### config.mk
export PLATFORM = sky130hd
export DESIGN_NAME = instruction_fetch_stage
export DESIGN_NICKNAME = d
export VERILOG_FILES = /design/src/rtl/instruction_fetch_stage.sv
export SDC_FILE = /design/constraint.sdc
export NUM_CORES = 1
export LEC_CHECK = 0
export CORE_MARGIN = 5
export CORE_UTILIZATION = 30
export CTS_CLUSTER_DIAMETER = 150
export DETAILED_ROUTE_END_ITERATION = 12
export MAX_ROUTING_LAYER = met4
export PLACE_DENSITY = 0.61
export SLEW_MARGIN = 20
export SYNTH_ARGS = -nofsm -noshare
export SYNTH_HDL_FRONTEND = slang
export SYNTH_SLANG_ARGS = --single-unit
### constraint.sdc
create_clock -name Clk -period 2.2 [get_ports Clk]
set_input_delay 0.22 -clock Clk [delete_from_list [all_inputs] [get_ports Clk]]
set_output_delay 0.22 -clock Clk [all_outputs]
set_load 0.02 [all_outputs]
### src/rtl/instruction_fetch_stage.sv
// ---------------------------------------------------------------------------
// instruction_fetch_stage
//
// IF stage of a 5-stage MIPS pipeline. Owns the program counter, presents it
// as the byte address to a combinational instruction memory, and captures the
// returned word into the IF/ID pipeline register. Handles stall, flush and
// branch/jump redirects, including redirects that arrive while stalled (these
// are latched in the PEND state and applied when the stall releases).
//
// Optional feature macro: IF_DELAY_SLOT_EN
//   defined   : MIPS branch-delay-slot semantics; the word fetched on the
//               edge a redirect is applied is captured as a real instruction.
//   undefined : that word is squashed into a bubble (NOP_INSTR, Valid=0).
//
// Parameters
//   RESET_PC   PC loaded on reset (word aligned)
//   NOP_INSTR  bubble word written into IF/ID on flush/squash
//
// Ports
//   Clk              in   1   clock, rising edge
//   Reset_n          in   1   asynchronous active-low reset
//   Stall            in   1   hold PC and IF/ID
//   Flush            in   1   insert bubble into IF/ID
//   BranchTaken      in   1   redirect request (1-cycle pulse)
//   BranchTarget     in   32  redirect byte address
//   IMemAddress      out  32  byte address to instruction memory (= PC)
//   IMemInstruction  in   32  word returned by instruction memory
//   IFID_Instruction out  32  registered instruction
//   IFID_PCPlus4     out  32  registered PC+4 of that instruction
//   IFID_Valid       out  1   1 = real instruction, 0 = bubble
// ---------------------------------------------------------------------------
module instruction_fetch_stage #(
    parameter logic [31:0] RESET_PC  = 32'h0000_0000,
    parameter logic [31:0] NOP_INSTR = 32'h0000_0000
) (
    input  logic        Clk,
    input  logic        Reset_n,
    input  logic        Stall,
    input  logic        Flush,
    input  logic        BranchTaken,
    input  logic [31:0] BranchTarget,
    output logic [31:0] IMemAddress,
    input  logic [31:0] IMemInstruction,
    output logic [31:0] IFID_Instruction,
    output logic [31:0] IFID_PCPlus4,
    output logic        IFID_Valid
);

`ifdef IF_DELAY_SLOT_EN
    localparam bit SQUASH_ON_REDIRECT = 1'b0;
`else
    localparam bit SQUASH_ON_REDIRECT = 1'b1;
`endif

    typedef enum logic {
        S_RUN  = 1'b0,
        S_PEND = 1'b1
    } state_t;

    state_t      state_q, state_d;
    logic [31:0] pc_q, pc_d;
    logic [31:0] tgt_q, tgt_d;
    logic [31:0] instr_q, instr_d;
    logic [31:0] pc4_q, pc4_d;
    logic        vld_q, vld_d;

    logic [31:0] pc_plus4;
    logic [31:0] br_tgt_aligned;
    logic        redirect_now;

    // Masking (rather than slicing) keeps every BranchTarget bit in use.
    assign br_tgt_aligned = BranchTarget & ~32'h3;
    assign pc_plus4       = pc_q + 32'd4;   // wraps modulo 2^32

    // A redirect takes effect on any unstalled edge with a fresh request or a
    // latched one waiting in PEND.
    assign redirect_now = !Stall && (BranchTaken || (state_q == S_PEND));

    // ---------------- state register ----------------
    always_ff @(posedge Clk or negedge Reset_n) begin
        if (!Reset_n) begin
            state_q <= S_RUN;
            pc_q    <= RESET_PC;
            tgt_q   <= 32'h0;
            instr_q <= NOP_INSTR;
            pc4_q   <= 32'h0;
            vld_q   <= 1'b0;
        end else begin
            state_q <= state_d;
            pc_q    <= pc_d;
            tgt_q   <= tgt_d;
            instr_q <= instr_d;
            pc4_q   <= pc4_d;
            vld_q   <= vld_d;
        end
    end

    // ---------------- next-state logic ----------------
    always_comb begin
        state_d = state_q;
        unique case (state_q)
            S_RUN:  if (Stall && BranchTaken) state_d = S_PEND;
            S_PEND: if (!Stall)               state_d = S_RUN;
            default:                          state_d = S_RUN;
        endcase
    end

    // ---------------- datapath / output logic ----------------
    always_comb begin
        pc_d    = pc_q;
        tgt_d   = tgt_q;
        instr_d = instr_q;
        pc4_d   = pc4_q;
        vld_d   = vld_q;

        // PC and pending target. Any request seen while stalled (re)loads the
        // latched target, so the latest one wins.
        if (Stall) begin
            if (BranchTaken) tgt_d = br_tgt_aligned;
        end else if (BranchTaken) begin
            pc_d = br_tgt_aligned;
        end else if (state_q == S_PEND) begin
            pc_d = tgt_q;
        end else begin
            pc_d = pc_plus4;
        end

        // IF/ID: Flush beats Stall beats capture.
        if (Flush) begin
            instr_d = NOP_INSTR;
            pc4_d   = 32'h0;
            vld_d   = 1'b0;
        end else if (!Stall) begin
            if (redirect_now && SQUASH_ON_REDIRECT) begin
                instr_d = NOP_INSTR;
                pc4_d   = 32'h0;
                vld_d   = 1'b0;
            end else begin
                instr_d = IMemInstruction;
                pc4_d   = pc_plus4;
                vld_d   = 1'b1;
            end
        end
    end

    assign IMemAddress      = pc_q;
    assign IFID_Instruction = instr_q;
    assign IFID_PCPlus4     = pc4_q;
    assign IFID_Valid       = vld_q;

endmodule
==> impl_metrics.json <==
{
  "status": "complete, no violations",
  "drt-total-wl_um": 19020,
  "cts_hold_buf": 1,
  "critPathKind": "flop to flop",
  "rows": 53,
  "worst-endpoint-required_ns": 2.50,
  "p_leak_nw": 3.821,
  "rsz0062_at_grt": "false",
  "post-route-period-util_pct": 91.30,
  "port-buffer-count": 161,
  "peakVddDrop_uv": 434.3,
  "vias": 5502,
  "cts_tree": "done",
  "vias_per_cell": 5.171,
  "holdWs_ns": 0.2419,
  "cts_resized": 0,
  "syn_area_per_cell_um2": 10.35,
  "r2r_setup_slack_ns": 0.19,
  "synth-edff-count": 0,
  "path_clk_slew_ns": 0.06,
  "setup_viol": 0,
  "regToRegEndpoint": "IFID_PCPlus4[28]",
  "clock_latency_ns": 0.42,
  "syn_inst": 606,
  "start_util_pct": 30.13,
  "netlist-cell-type-count": 64,
  "antenna_found_initial": 0,
  "dieArea_um2": 23900,
  "clockBufferDepth": 2,
  "maxClockFrequency_mhz": 497.9,
  "maxSlewViolCount": 0,
  "syn_area_um2": 6274,
  "rr_startpoint": "IMemAddress[2]",
  "cap_viol_max_count": 0,
  "arrival_ns": 2.31,
  "wl_per_cell_um": 17.87,
  "crit_path_end_kind": "flop",
  "fin_total_pwr_mw": 7.140,
  "ant_nets": 0,
  "antenna_cells": 0,
  "hp-class": "input port to flop",
  "startpoint": "IMemAddress[2]",
  "timing.critical_path.to": "IFID_PCPlus4[28]",
  "tightest_slew_ns": 0.5608,
  "cts.sinks": 125,
  "grt_pass1_vias": 5298,
  "crit_fanout": 7,
  "core_area_um2": 20820,
  "ys_warn_count": 0,
  "hpwl_um": 14100,
  "post-route-drc-count": 0,
  "seq_area_frac_synth_pct": 49.86,
  "drive_gt1_share_pct": 15.72,
  "grt_pass1_wl_um": 30410,
  "area_growth_pct": 43.68,
  "pin_count": 166,
  "grt_overflow": 0,
  "htreeDepth": 4,
  "drt-initial-drc-count": 442,
  "placed_cell_area_um2": 8374,
  "grt_usage_pct": 16.39,
  "p_per_area_nw_per_um2": 792.1,
  "die_h_um": 154.6,
  "firstDrtPassIters": 5,
  "fin_tns_setup_ns": 0,
  "ys_seq_elements": 125,
  "cts_setup_buffers": 0,
  "stdcell_area_um2": 9014,
  "synthFlopType": "dfrtp_1",
  "rr_worst_depth": 5,
  "final_hold_viol_count": 0,
  "post-route-min-period_ns": 2.009,
  "clock_skew_ns": 0.009351,
  "finalNetCount": 846,
  "start_kind": "flop",
  "grt_max_degree": 61,
  "cts_root_buf": "clkbuf_16",
  "finalWeightedCongestion": 0.8318,
  "max_slew_margin_pct": 62.27,
  "die_w_um": 154.6,
  "cts_buffers": 17,
  "synthArstFlopShare_pct": 100.0
}
[state kept, by name, indices dropped and copies added, names as in the netlist]
name / cells
IFID_Instruction: 32
IFID_Valid: 1
IFID_PCPlus4: 31
tgt_q: 30
state_q: 1
IMemAddress: 30
[synth_stat cells, drive strengths merged (4+ instances only)]
cell / number / share of area (%)
a21oi: 31 / 2.5
mux2i: 4 / 0.64
nor2: 26 / 1.6
buf: 26 / 2.5
nand3: 13 / 1.3
clkbuf: 32 / 1.9
nor4: 15 / 2.2
mux2: 30 / 5.4
xnor2: 7 / 0.98
nand2: 59 / 3.5
o21a: 5 / 0.60
a311o: 4 / 0.64
nand4: 13 / 1.5
nor3: 17 / 1.4
dfrtp: 125 / 50
inv: 9 / 0.54
and2: 11 / 1.1
and3: 11 / 1.1
o21ai: 30 / 2.4
a22oi: 14 / 1.7
and4: 6 / 0.86
a31oi: 8 / 0.80
a22o: 39 / 5.4
a2bb2oi: 6 / 0.84
a221o: 15 / 2.4
a211o: 10 / 1.4
[kinds of logic (layout without fill, tap and decap cells)]
group,Yosys count,count (layout),share of synthesized area (%)
other,1,2,0.05978
flip-flops,125,125,49.86
AND/OR/NAND/NOR,180,180,15.48
AO/OA/AOI/OAI,187,187,22.00
adder cells (fa/ha/maj),1,1,0.1994
buffers and inverters,68,250,4.986
XOR/XNOR,10,10,1.396
multiplexers,34,34,6.023
[metrics by stage]
| step | cells | worst slack (ns) | utilization [%] |
|---|---|---|---|
| 3_5_place_dp | 1031 | 0.06344 | 40.22 |
| 2_1_floorplan | 607 | 0.2369 | - |
| 5_1_grt | 1064 | 0.03826 | 43.29 |
| 3_3_place_gp | 1031 | 0.1121 | 40.22 |
| 6_report | 1064 | 0.1914 | 43.29 |
| 4_1_cts | 1064 | 0.1966 | 43.29 |
[area by class of cell]
| class | instances | area [µm²] |
|---|---|---|
| Inverter | 10 | 37.54 |
| Tap cell | 275 | 344.1 |
| Clock inverter | 10 | 135.1 |
| Clock buffer | 22 | 494.2 |
| Timing Repair Buffer | 208 | 2022 |
| Multi-Input combinational cell | 414 | 2853 |
| Sequential cell | 125 | 3128 |
| Fill cell | 2022 | 11810 |
[critical path: stages (launching register included)]
cell and delay, ns:
dfrtp_1 0.35, ha_1 0.29, nand4_2 0.31, nor4_1 0.54, a21oi_1 0.13, a221o_1 0.27
[power by group]
part | internal, mW | leakage [nW] | switching, mW
combinational | 0.695 | 1.91 | 0.736
sequential | 2.51 | 1.61 | 0.225
clock | 1.93 | 0.300 | 1.04
[layer usage]
metal  share of wire (%)  vias to the layer above  GRT usage (%)
li1                    -                     2616              -
met1                  47                     2673          22.60
met2                  46                      188          24.33
met3                 5.5                       25          3.330
met4                 1.8                        0          5.172
met5                   0                        -              -
[how the worst min path moves through the flow]
stage	start	endpoint	slack (ns)	depth (start not counted)
after floorplan	Reset_n	IFID_Instruction[0]	-0.08	0
after global placement	Reset_n	tgt_q[3]	0.16	1
after detailed placement	Reset_n	tgt_q[3]	0.16	1
after CTS	Stall	IMemAddress[14]	0.22	2
after global routing	Stall	IMemAddress[14]	0.28	2
final	Stall	IMemAddress[14]	0.24	2
[cell usage in the layout, fill, tap and decap left out, drive strengths merged, types with 22 or more instances in the layout]
master / instances
clkdlybuf4s50: 159
dfrtp: 125
nand2: 59
buf: 48
a22o: 39
a21oi: 31
mux2: 30
o21ai: 30
nor2: 26
clkbuf: 22
No activity file was read; power rests on OpenSTA's default activity.
